[config.mk]
export PLATFORM = sky130hd
export DESIGN_NAME = mem_arbiter
export DESIGN_NICKNAME = d
export VERILOG_FILES = /design/src/rtl/mem_arbiter_pkg.sv /design/src/rtl/mem_arbiter.sv
export SDC_FILE = /design/constraint.sdc
export NUM_CORES = 1
export LEC_CHECK = 0
export ABC_AREA = 1
export ABC_CLOCK_PERIOD_IN_PS = 2900
export CORE_MARGIN = 1.5
export CORE_UTILIZATION = 24
export DETAILED_ROUTE_END_ITERATION = 8
export PLACE_DENSITY = 0.9
export SETUP_SLACK_MARGIN = 0.3
export SLEW_MARGIN = 5
export SYNTH_ARGS = -nofsm -noshare
export SYNTH_HDL_FRONTEND = slang
export SYNTH_SLANG_ARGS = --single-unit
[constraint.sdc]
create_clock -name clk -period 2.9 [get_ports clk]
set_input_delay 0.58 -clock clk [delete_from_list [all_inputs] [get_ports clk]]
set_output_delay 0.58 -clock clk [all_outputs]
set_load 0.03 [all_outputs]
[src/rtl/mem_arbiter_pkg.sv]
// Shared types and constants for the two-port to one-port memory arbiter.
package mem_arbiter_pkg;

  // Which requester currently owns the shared memory port.
  typedef enum logic [1:0] {
    IDLE        = 2'd0,
    GRANT_INSTR = 2'd1,
    GRANT_DATA  = 2'd2
  } MemArbState_t;

  // Bit positions inside the grant observability vector.
  localparam int GRANT_INSTR_IDX = 0;
  localparam int GRANT_DATA_IDX  = 1;

endpackage : mem_arbiter_pkg

[src/rtl/mem_arbiter.sv]
// Serialises the fetch bus and the data bus onto one external memory port.
// The data side wins ties, the two sides alternate when both are pending,
// and lock keeps the data side granted across a read-modify-write sequence.
module mem_arbiter
  import mem_arbiter_pkg::*;
(
  input  logic        clk,
  input  logic        reset,
  // fetch bus
  input  logic [19:1] instr_m_addr,
  output logic [15:0] instr_m_data_in,
  input  logic        instr_m_access,
  output logic        instr_m_ack,
  // data bus
  input  logic [19:1] data_m_addr,
  output logic [15:0] data_m_data_in,
  input  logic [15:0] data_m_data_out,
  input  logic        data_m_access,
  output logic        data_m_ack,
  input  logic        data_m_wr_en,
  input  logic [1:0]  data_m_bytesel,
  input  logic        d_io,
  input  logic        lock,
  // shared port
  output logic [19:1] q_m_addr,
  input  logic [15:0] q_m_data_in,
  output logic [15:0] q_m_data_out,
  output logic        q_m_access,
  input  logic        q_m_ack,
  output logic        q_m_wr_en,
  output logic [1:0]  q_m_bytesel,
  output logic        q_io,
  // observability
  output logic [1:0]  grant
);

  MemArbState_t state_q, state_d;

  // State register; reset drops any grant immediately.
  // NOTE: sequential state uses non-blocking assignments so every flop samples pre-edge values.
  always_ff @(posedge clk or negedge reset) begin
    if (!reset) begin
      state_q <= IDLE;
    end else begin
      state_q <= state_d;
    end
  end

  // Next owner: data priority from idle, hand-over on completion, lock pins the data side.
  always_comb begin
    // NOTE: default first so every path assigns state_d and no latch is inferred.
    state_d = state_q;
    unique case (state_q)
      IDLE: begin
        if (data_m_access) begin
          state_d = GRANT_DATA;
        end else if (instr_m_access) begin
          state_d = GRANT_INSTR;
        end
      end
      GRANT_INSTR: begin
        if (q_m_ack) begin
          state_d = data_m_access ? GRANT_DATA : IDLE;
        end
      end
      GRANT_DATA: begin
        if (q_m_ack) begin
          if (lock) begin
            state_d = GRANT_DATA;
          end else if (instr_m_access) begin
            state_d = GRANT_INSTR;
          end else begin
            state_d = IDLE;
          end
        end
      end
      default: state_d = IDLE;
    endcase
  end

  // Shared-port mux; the fetch bus only ever reads whole words from memory space.
  always_comb begin
    q_m_addr     = '0;
    q_m_data_out = '0;
    q_m_access   = 1'b0;
    q_m_wr_en    = 1'b0;
    q_m_bytesel  = 2'b00;
    q_io         = 1'b0;
    unique case (state_q)
      GRANT_INSTR: begin
        q_m_addr    = instr_m_addr;
        q_m_access  = instr_m_access;
        q_m_bytesel = 2'b11;
      end
      GRANT_DATA: begin
        q_m_addr     = data_m_addr;
        q_m_data_out = data_m_data_out;
        q_m_access   = data_m_access;
        q_m_wr_en    = data_m_wr_en;
        q_m_bytesel  = data_m_bytesel;
        q_io         = d_io;
      end
      default: ;
    endcase
  end

  // Grant vector and completion routing; acks reach only the granted side.
  always_comb begin
    grant                  = 2'b00;
    grant[GRANT_INSTR_IDX] = (state_q == GRANT_INSTR);
    grant[GRANT_DATA_IDX]  = (state_q == GRANT_DATA);
    instr_m_ack            = q_m_ack & grant[GRANT_INSTR_IDX];
    data_m_ack             = q_m_ack & grant[GRANT_DATA_IDX];
    instr_m_data_in        = q_m_data_in;
    data_m_data_in         = q_m_data_in;
  end

endmodule : mem_arbiter
* Yosys cells after proc, flatten, opt, wreduce, memory -nomap -nowiden
Index checks and enable logic that the tools add are counted.
** Cells by class
- Add/sub/neg operators :: 0
- $mul :: 0
- Div/mod/pow operators :: 0
- Magnitude comparators :: 0
- Eq/ne operators :: 5
- Shift-type cells :: 0
- Multiplexer cells :: 14
- Bitwise gates (word level) :: 2
- Reduce and logical (&&, ||, !) cells :: 2
** Operators with widths (number)
- 19-bit case mux with 2 select lines :: 1
- 16-bit two-way mux :: 1
- 2-bit two-way mux :: 6
- 2-bit case mux with 3 select lines :: 1
- 2-bit inequality test (second input constant) :: 2
- 2-bit case mux with 2 select lines :: 1
- 1-bit two-way mux :: 3
- 3-bit inequality test (second input constant) :: 1
- 3-bit AND reduction :: 1
- 1-bit bitwise AND :: 2
- 2-bit by 1-bit == test with 1-bit output (second input constant) :: 1
- 2-bit == test (second input constant) :: 1
- 2-bit zero test :: 1
- 1-bit case mux with 2 select lines :: 1
** Word-level totals
- Flip-flop bits (word level) :: 2
- Bits in latches :: 0
- RAM bits :: 0
- ROM bits :: 0
- Input bits :: 80
- Output and inout bits :: 76
- Memories :: 0

* Longest topological paths before layout
Gate-level depths: netlist (run 1).
- Depth after elaboration :: 4
- Depth in mapped cells :: 7

* Worst setup path after synthesis (run 1)
No wires, ideal clock.
- Kind :: reg-to-output
- Start :: register state_q[0]
- End :: output port q_m_addr[19] (netlist name)
- Arrival time :: 1.715 ns
- Required time :: 2.320 ns
- Path slack :: 0.605 ns
- Cell stages (with the launch flop) :: 7
- Buffers on the path :: 2
- Cells stage by stage :: dfrtp_1 > inv_1 > ha_1 > buf_4 > buf_6 > nand2_1 > a21oi_1
** Between the ends
- Cells in the longest elaborated chain, start to end :: 2
** Ends and longest elaborated chain
- from (decl) :: RTL line mem_arbiter.sv:37 : MemArbState_t state_q, state_d;
- from (signal assigned) :: RTL line mem_arbiter.sv:45 : state_q <= state_d;
- 2-bit == test
- net grant[1] :: RTL line mem_arbiter.sv:34 : output logic [1:0] grant
- 19-bit case mux with 2 select lines :: RTL line mem_arbiter.sv:89 : unique case (state_q)
- to (decl) :: RTL line mem_arbiter.sv:25 : output logic [19:1] q_m_addr,
The timed path passes the listed nets, and every way through them passes these cells.

* Final worst setup path (run 1)
- Start :: register state_q[0]
- End :: output port data_m_ack
** Between the ends
- Cells in the longest elaborated chain, start to end :: 2
** Ends and longest elaborated chain
- 2-bit == test :: RTL line mem_arbiter.sv:111 : grant[GRANT_DATA_IDX] = (state_q == GRANT_DATA);
- 1-bit bitwise AND :: RTL line mem_arbiter.sv:113 : data_m_ack = q_m_ack & grant[GRANT_DATA_IDX];
- to (decl) :: RTL line mem_arbiter.sv:19 : output logic data_m_ack,
Every way passes these cells.

==> results of run 1 <==
[cell families (layout without fill, tap and decap cells)]
| family | after synthesis | count (layout) | share of synthesized area |
|---|---|---|---|
| AO/OA/AOI/OAI | 25 | 25 | 0.136 |
| flip-flops | 2 | 2 | 0.0520 |
| AND/OR/NAND/NOR | 76 | 76 | 0.301 |
| adder cells (fa/ha/maj) | 6 | 6 | 0.0779 |
| buffers and inverters | 68 | 144 | 0.432 |
[worst max-delay path: stages (launching register included)]
cell,delay [ps]
sky130_fd_sc_hd__dfrtp_1,420
sky130_fd_sc_hd__inv_1,170
sky130_fd_sc_hd__ha_2,290
sky130_fd_sc_hd__nand2_1,70
sky130_fd_sc_hd__inv_1,50
sky130_fd_sc_hd__clkdlybuf4s50_1,660
[worst max path at each step]
| stage | slack (ps) | start | cells past startpoint | end |
|---|---|---|---|---|
| floorplan | 600 | state_q[0] | 6 | q_m_addr[19] |
| global placement | 280 | data_m_access | 4 | q_m_access |
| detailed placement | 250 | state_q[0] | 5 | q_m_access |
| CTS | 220 | state_q[0] | 6 | q_m_access |
| global route | 330 | state_q[1] | 6 | q_m_addr[12] |
| finish | 440 | state_q[0] | 5 | data_m_ack |
[power breakdown]
| part | switching [mW] | internal, mW | total [mW] |
|---|---|---|---|
| Combinational | 0.867 | 0.522 | 1.39 |
| Sequential | 0.0173 | 0.0407 | 0.0580 |
| Clock | 0.0243 | 0.0880 | 0.112 |
| Total | 0.908 | 0.651 | 1.56 |
[what timing repair did]
item | in CTS | in global routing
cloned | 1 | 1
setup buffers | 1 | 0
gates resized for setup | 44 | 41
endpoints found under the setup margin | 40 | 32
[cells in the mapped netlist]
library cell | instances | area [sq um]
sky130_fd_sc_hd__nand2_2 | 1 | 6.26
sky130_fd_sc_hd__o21ai_1 | 2 | 10.0
sky130_fd_sc_hd__a21oi_1 | 22 | 110
sky130_fd_sc_hd__inv_1 | 27 | 101
sky130_fd_sc_hd__nor2_1 | 1 | 3.75
sky130_fd_sc_hd__buf_6 | 4 | 45.0
sky130_fd_sc_hd__dfrtp_1 | 2 | 50.1
sky130_fd_sc_hd__ha_1 | 6 | 75.1
sky130_fd_sc_hd__buf_2 | 3 | 15.0
sky130_fd_sc_hd__nand3_1 | 2 | 10.0
sky130_fd_sc_hd__nand2_1 | 72 | 270
sky130_fd_sc_hd__o21bai_2 | 1 | 11.3
sky130_fd_sc_hd__buf_4 | 34 | 255
[metrics by stage]
step | power (mW) | worst slack, ps | hold slack (ps) | instance area [sq um]
detailed placement | 1.45 | 251 | 578 | 1830
CTS | 1.55 | 217 | 528 | 1880
floorplan | 0.996 | 605 | 284 | 963
global placement | 1.43 | 281 | 561 | 1830
global route | 1.68 | 331 | 527 | 1880
finish | 1.56 | 442 | 529 | 1880
[per-layer routing]
metal | vias to the layer above | share of wire | global-route usage
met4 | 0 | 0.013 | 0.0536
met5 | - | 0 | 0
met2 | 65 | 0.52 | 0.294
met1 | 540 | 0.37 | 0.151
met3 | 8 | 0.097 | 0.0392
li1 | 646 | - | -
[area by class of cell]
class	count	share of cell area
multi-input cells	107	0.273
repair buffers	112	0.584
repair inverters	2	0.00664
clock buffers	3	0.0219
well taps	48	0.0319
inverters	27	0.0558
flip-flops and latches	2	0.0266
==> results.json, run 1 <==
{
  "crit-reg2reg-capture": "state_q[0]",
  "timing.critical_path.from_type": "flip-flop",
  "route.detailed.wl_per_inst_um": 11.9,
  "ant_nets": 0,
  "drive_gt1_frac": 0.138,
  "routed-via-count": 1259,
  "clock_tree.htree_level_count": 1,
  "mappedNetlistNets": 263,
  "drv_slew": 0,
  "clockRootBuffer": "sky130_fd_sc_hd__clkbuf_8",
  "grt_util_all_layers": 0.151,
  "critPathKind": "flip-flop to primary output",
  "end_kind": "primary output",
  "routed_wirelength_um": 3570,
  "power.ir.vdd_worst_v": 0.000500,
  "path_clk_slew_ps": 30,
  "drc_errors": 0,
  "die_h_um": 66.4,
  "first_global_vias": 1177,
  "placedCellCount": 295,
  "finalSetupViolCount": 0,
  "finClkSkew_ps": 0.170,
  "worst_skew_pair.late_latency_ps": 210,
  "cts_sinks": 2,
  "placement_rows": 22,
  "setup_tns_ps": 0,
  "syn_inst_count": 177,
  "grt_antenna_before_repair": 0,
  "power.density_mw_per_mm2": 828,
  "cp_data_required_time_ps": 2320,
  "min-delay-path-class": "input port to async pin",
  "rsz_0062_raised_after_global_routing": "false",
  "dieArea_sq_mm": 0.00440,
  "placer_s_final_routability_congestion_estimate": 0.704,
  "final_cell_mix": "72 x sky130_fd_sc_hd__nand2_1, 67 x sky130_fd_sc_hd__clkdlybuf4s50_1, 26 x sky130_fd_sc_hd__inv_1, 22 x sky130_fd_sc_hd__a21oi_1",
  "timing.max_slew.rel_slack": 0.773,
  "largest_register_ffs": 2,
  "timing.final.crit_share": 0.847,
  "number_of_endpoints_with_negative_hold_slack_in_the_final_report": 0,
  "reg.largest.list": "state_q x2",
  "critPathArrivalTime_ps": 1880,
  "fmax_ghz": 0.407,
  "drt-initial-drc-count": 19,
  "finalCriticalPeriod_ps": 2460,
  "portBuffers": 107,
  "yosys_register_bits": 2,
  "grt_pass1_wl_um": 5130,
  "synth.cell_area_sq_um": 963,
  "leakage_nw": 1.11,
  "worstMarginPinSlew_ps": 340,
  "route.detailed.vias_per_inst": 4.18,
  "critical_path_peak_fanout": 6,
  "ys_types": 13,
  "floorplan.initialDensity": 0.255,
  "biggest_register": "state_q",
  "number_of_primary_i_o_pins": 156,
  "cts_buffers": 3,
  "globalRouteOverflowTotal": 0,
  "finish.net_count": 341,
  "max-cap-violations": 0,
  "tritoncts": "yes",
  "area_growth_syn_to_layout_pct": 95.5,
  "post_route_insts_no_fill": 301,
  "grt_max_degree": 22,
  "outcome": "finished clean",
  "dr.pass1.iters": 4,
  "post_detailed_placement_half_perimeter_wirelength_um": 2670,
  "ys.warnings.count": 0,
  "multi_input_area_sq_um": 514,
  "cts_hold_fix_bufs": 0,
  "die_x_um": 66.4,
  "worst-r2r-setup-slack_ps": 1600,
  "final-seq-area_sq_um": 50.0,
  "finish.utilization": 0.499,
  "r2r.worst_path.cells": 6,
  "syn_avg_cell_area_sq_um": 5.44,
  "n_fill_cell": 395,
  "post_synthesis_sequential_area_ratio": 0.0519,
  "mostFrequentLayoutCell": "sky130_fd_sc_hd__nand2_1",
  "core-area_sq_mm": 0.00377,
  "insertedDiodeCount": 0,
  "r2r-start": "state_q[0]",
  "cts_buffer_depth": 2
}
(Power assumes the default switching activity.)
==> run 2: changes to the inputs <==
Settings changed: ABC_CLOCK_PERIOD_IN_PS 2900 to 2400, CORE_UTILIZATION 24 to 22, PLACE_DENSITY 0.9 to 0.84.
Clock period 2.9 ns to 2.4 ns, I/O delays scaled along.
==> run 2 against run 1 <==
Net effect: clock skew up 2.2 ps; sequential share of layout area up 0.081 points; sequential power up 12%; critical endpoint is now q_m_addr[18]; global-route usage down 2.2 points; highest routed layer unchanged; setup slack worse by 40 ps; register-to-register slack worse by 570 ps; wire length down 7.0%; die area up 8.7%.
==> results.json, run 2 (synthesis results as in run 1) <==
{
  "portBuffers": 107,
  "final-seq-area_sq_um": 51.3,
  "timing.critical_path.from_type": "flip-flop",
  "n_fill_cell": 425,
  "power.density_mw_per_mm2": 1040,
  "grt_max_degree": 27,
  "timing.final.crit_share": 0.833,
  "finish.net_count": 343,
  "outcome": "finished clean",
  "dieArea_sq_mm": 0.00479,
  "timing.max_slew.rel_slack": 0.782,
  "worstMarginPinSlew_ps": 327,
  "finClkSkew_ps": 2.35,
  "largest_register_ffs": 2,
  "met3RoutedLength_um": 354,
  "leakage_nw": 0.994,
  "number_of_primary_i_o_pins": 156,
  "floorplan.initialDensity": 0.234,
  "setup_tns_ps": 0,
  "fmax_ghz": 0.500,
  "globalRouteOverflowTotal": 0,
  "cts_hold_fix_bufs": 0,
  "min-delay-path-class": "input port to async pin",
  "area_growth_syn_to_layout_pct": 94.4,
  "final_cell_mix": "72 x sky130_fd_sc_hd__nand2_1, 63 x sky130_fd_sc_hd__clkdlybuf4s50_1, 47 x sky130_fd_sc_hd__buf_4, 25 x sky130_fd_sc_hd__inv_1",
  "cts_buffers": 3,
  "post_detailed_placement_half_perimeter_wirelength_um": 2640,
  "critPathArrivalTime_ps": 1520,
  "end_kind": "primary output",
  "biggest_register": "state_q",
  "worst-r2r-setup-slack_ps": 1030,
  "ant_nets": 0,
  "finalSetupViolCount": 0,
  "dr.pass1.iters": 6,
  "cp_data_required_time_ps": 1920,
  "worst_skew_pair.late_latency_ps": 210,
  "placement_rows": 23,
  "number_of_endpoints_with_negative_hold_slack_in_the_final_report": 0,
  "clockRootBuffer": "sky130_fd_sc_hd__clkbuf_8",
  "met2RoutedLength_um": 1750,
  "grt_antenna_before_repair": 0,
  "route.detailed.wl_per_inst_um": 10.9,
  "finalCriticalPeriod_ps": 2000,
  "mostFrequentLayoutCell": "sky130_fd_sc_hd__nand2_1",
  "drt-initial-drc-count": 27,
  "reg.largest.list": "state_q x2",
  "power.ir.vdd_worst_v": 0.000399,
  "cts_sinks": 2,
  "max-cap-violations": 0,
  "clock_tree.htree_level_count": 1,
  "route.detailed.vias_per_inst": 4.13,
  "drc_errors": 0,
  "top_layer_used": "met4",
  "die_h_um": 69.2,
  "met1Wirelength_um": 1180,
  "routed_wirelength_um": 3320,
  "drv_slew": 0,
  "grt_util_all_layers": 0.129,
  "rsz_0062_raised_after_global_routing": "true",
  "cts_buffer_depth": 2,
  "placer_s_final_routability_congestion_estimate": 0.681,
  "die_x_um": 69.2,
  "first_global_vias": 1191,
  "tritoncts": "yes",
  "critical_path_peak_fanout": 19,
  "core-area_sq_mm": 0.00412,
  "path_clk_slew_ps": 30,
  "grt_pass1_wl_um": 5240,
  "drive_gt1_frac": 0.278,
  "insertedDiodeCount": 0,
  "critPathKind": "flip-flop to primary output",
  "routed-via-count": 1261,
  "multi_input_area_sq_um": 551,
  "placedCellCount": 297,
  "post_route_insts_no_fill": 305
}
-- run 2: per-stage QoR --
step | hold WS [ps] | area [sq um] | util | total power, mW | setup WS [ps]
2_1_floorplan | 184 | 1000 | - | 1.26 | 321
3_5_place_dp | 580 | 1760 | 0.427 | 1.73 | 444
3_3_place_gp | 563 | 1760 | 0.427 | 1.72 | 480
4_1_cts | 431 | 1840 | 0.447 | 1.92 | 309
5_1_grt | 442 | 1870 | 0.455 | 2.11 | 289
6_report | 434 | 1870 | 0.455 | 1.95 | 402
-- run 2: power breakdown --
group / internal [mW] / leakage [nW] / switching [mW]
Clock: 0.106 / 0.0216 / 0.0253
Combinational: 0.687 / 0.948 / 1.07
Sequential: 0.0506 / 0.0241 / 0.0142
-- run 2: area by class of cell --
type                       instances  share of cell area
clock buffer                       3              0.0220
tap                               50              0.0334
timing repair buffer             116               0.569
inverter                          27              0.0541
multi-input combinational        107               0.294
sequential                         2              0.0274
-- run 2: path summary, 6_finish.rpt --
path,startpoint,end,cells past startpoint
setup reg to reg,state_q[1],state_q[0],7
max in group asynchronous,reset,state_q[0],1
setup / recovery,state_q[0],q_m_addr[18],6
min in group clk,state_q[0],state_q[0],3
hold / removal,reset,state_q[1],1
hold reg to reg,state_q[0],state_q[0],3
-- run 2: what timing repair did --
action / CTS / global route
setup buffers: 4 / 1
resized for setup: 3 / 9
setup endpoints to repair: 21 / 24
-- run 2: layer usage --
metal,GRT usage,vias up
met5,0,-
met4,0.0458,0
met3,0.0451,10
met2,0.243,75
met1,0.129,528
li1,-,648
-- run 2: critical path, cell delays in order (launching register included) --
cell and delay (ps):
sky130_fd_sc_hd__dfrtp_2 370, sky130_fd_sc_hd__inv_1 80, sky130_fd_sc_hd__ha_1 300, sky130_fd_sc_hd__inv_2 70, sky130_fd_sc_hd__buf_12 160, sky130_fd_sc_hd__a21oi_1 140
sky130_fd_sc_hd__buf_4 180
==> run 3: changes to the inputs <==
Settings changed: ABC_CLOCK_PERIOD_IN_PS 2400 to 1750, CORE_UTILIZATION 22 to 20, PLACE_DENSITY 0.84 to 0.8.
Clock period 2.4 ns to 1.75 ns, I/O delays scaled along.
==> run 3 against run 2 <==
Net effect: wire length grew 34%; the run now ends with setup timing left; final cell count grew 6.2%; clock skew shrank 1.7 ps; sequential cell count is the same; critical endpoint unchanged; combinational power grew 140%; first-iteration DRC count shrank 22%; highest routed layer unchanged; register-to-register slack lost 910 ps; largest cell class unchanged; clock power grew 39%; global-route usage grew 1.7 points; sequential share of layout area shrank 0.88 points; total power grew 130%; critical path type unchanged; worst hold slack lost 130 ps.
==> results.json, run 3 (synthesis results as in run 1) <==
{
  "gr-usage-met2": 0.286,
  "cellInternalPower_mw": 2.20,
  "r2r.worst_path.cells": 9,
  "worstMarginPinSlew_ps": 183,
  "finish.utilization": 0.587,
  "final-seq-area_sq_um": 51.3,
  "post_detailed_placement_half_perimeter_wirelength_um": 3030,
  "grt_max_degree": 26,
  "routed_wirelength_um": 4440,
  "cp_data_required_time_ps": 1400,
  "cts_sinks": 2,
  "fmax_ghz": 0.546,
  "end_kind": "primary output",
  "n_fill_cell": 409,
  "timing.critical_path.from_type": "flip-flop",
  "max-cap-violations": 0,
  "post_dp_cell_area_sq_mm": 0.00208,
  "clockRootBuffer": "sky130_fd_sc_hd__clkbuf_8",
  "finalSetupViolCount": 41,
  "number_of_primary_i_o_pins": 156,
  "comb_power_share": 0.941,
  "multi_input_area_sq_mm": 0.00101,
  "floorplan.initialDensity": 0.205,
  "ant_nets": 0,
  "worst_skew_pair.late_latency_ps": 210,
  "area_growth_syn_to_layout_pct": 186,
  "final_cell_area_sq_mm": 0.00275,
  "globalRouteOverflowTotal": 0,
  "first_global_vias": 1365,
  "use_met1": 0.157,
  "grt_util_met3": 0.0264,
  "finClkSkew_ps": 0.648,
  "grt_pass1_wl_um": 6090,
  "worst-r2r-setup-slack_ps": 120,
  "crit_path_start": "state_q[1]",
  "grt_util_all_layers": 0.146,
  "critPathKind": "flip-flop to primary output",
  "outcome": "finished with violations",
  "power.share.clock": 0.040,
  "dieArea_sq_mm": 0.00524,
  "routed-via-count": 1400,
  "route.detailed.wl_per_inst_um": 13.7,
  "leakage_nw": 1.26,
  "finish.net_count": 358,
  "die_h_um": 72.4,
  "mostFrequentLayoutCell": "sky130_fd_sc_hd__clkdlybuf4s50_1",
  "placement_rows": 25,
  "power.switching_mw": 2.31,
  "tritoncts": "yes",
  "drt-initial-drc-count": 21,
  "violated_checks": "setup timing",
  "insertedDiodeCount": 0,
  "seq_power_share": 0.019,
  "timing.final.crit_share": 1.05,
  "fraction_of_power_spent_switching_nets": 0.512,
  "preCtsSetupSlack_ps": 24.0,
  "worstSetupEndpoint": "q_m_addr[18]",
  "largest_register_ffs": 2,
  "rsz_0062_raised_after_global_routing": "true",
  "critPathArrivalTime_ps": 1480,
  "finalCriticalPeriod_ps": 1830,
  "power.density_mw_per_mm2": 1640,
  "route.detailed.vias_per_inst": 4.32,
  "cts_buffers": 3,
  "biggest_register": "state_q",
  "drc_errors": 0,
  "portBuffers": 107,
  "clock_tree.htree_level_count": 1,
  "cts_hold_fix_bufs": 0,
  "die_x_um": 72.4,
  "cts_buffer_depth": 2,
  "final_cell_mix": "63 x sky130_fd_sc_hd__clkdlybuf4s50_1, 47 x sky130_fd_sc_hd__buf_6, 30 x sky130_fd_sc_hd__nand2_1",
  "global_route.peak_usage_layer": "met2",
  "number_of_endpoints_with_negative_hold_slack_in_the_final_report": 0,
  "dr.pass1.iters": 2,
  "r2r-start": "state_q[1]",
  "min-delay-path-class": "input port to async pin",
  "core-area_sq_mm": 0.00469,
  "holdWs_ps": 305,
  "grt_antenna_before_repair": 0,
  "timing.max_slew.rel_slack": 0.878,
  "placer_s_final_routability_congestion_estimate": 0.782,
  "reg.largest.list": "state_q x2",
  "crit-reg2reg-capture": "state_q[1]",
  "path_clk_slew_ps": 30,
  "final_critical_path_setup_slack_ps": -81.4,
  "critical_path_peak_fanout": 8,
  "power.ir.vdd_worst_v": 0.00113,
  "drive_gt1_frac": 0.615,
  "drv_slew": 0
}
## run 3: worst min path at each step
stage / slack (ps) / start / depth (start not counted) / endpoint
floorplan: 50 / reset / 0 / state_q[0]
global placement: 520 / reset / 1 / state_q[1]
detailed placement: 530 / reset / 1 / state_q[0]
CTS: 300 / reset / 1 / state_q[0]
global route: 320 / reset / 1 / state_q[0]
finish: 300 / reset / 1 / state_q[0]
## run 3: routing by layer
layer / up-vias / share of wire
met5: - / 0
met4: 0 / 0.0077
met3: 6 / 0.062
met2: 54 / 0.56
met1: 662 / 0.37
li1: 678 / -
## run 3: power groups by stage
stage / logic, mW / clock network, mW / registers (mW)
after floorplan: 2.30 / 0 / 0.0946
after global placement: 3.01 / 0 / 0.0886
after detailed placement: 3.04 / 0 / 0.0906
after CTS: 3.88 / 0.191 / 0.0861
after global routing: 4.48 / 0.187 / 0.0878
final: 4.25 / 0.182 / 0.0868
## run 3: worst max-delay path: stages, from the launching register on
cell	delay (ps)
sky130_fd_sc_hd__dfrtp_2	370
sky130_fd_sc_hd__buf_6	110
sky130_fd_sc_hd__buf_6	90
sky130_fd_sc_hd__ha_4	190
sky130_fd_sc_hd__buf_12	160
sky130_fd_sc_hd__nand2_4	60
sky130_fd_sc_hd__a21oi_4	140
sky130_fd_sc_hd__buf_6	140
## run 3: layout make-up
type                       instances  area share
clock buffer                       3      0.0150
inverter                          27      0.0386
multi-input combinational        107       0.368
sequential                         2      0.0186
tap                               54      0.0245
timing repair buffer             131       0.536
## run 3: metrics by stage
step / instances / TNS [ps] / power, mW
final: 324 / -1730 / 4.52
after global routing: 324 / -3350 / 4.76
after CTS: 321 / -2580 / 4.16
after detailed placement: 309 / 0 / 3.13
after floorplan: 177 / 0 / 2.39
after global placement: 309 / 0 / 3.10
## run 3: repair_timing
item / 4_1_cts / 5_1_grt
resized for setup: 73 / 54
gates cloned: 2 / 2
hold endpoints to repair: 0 / 0
endpoints found under the setup margin: 44 / 46
pin swaps: 2 / 5
setup buffers: 7 / 1
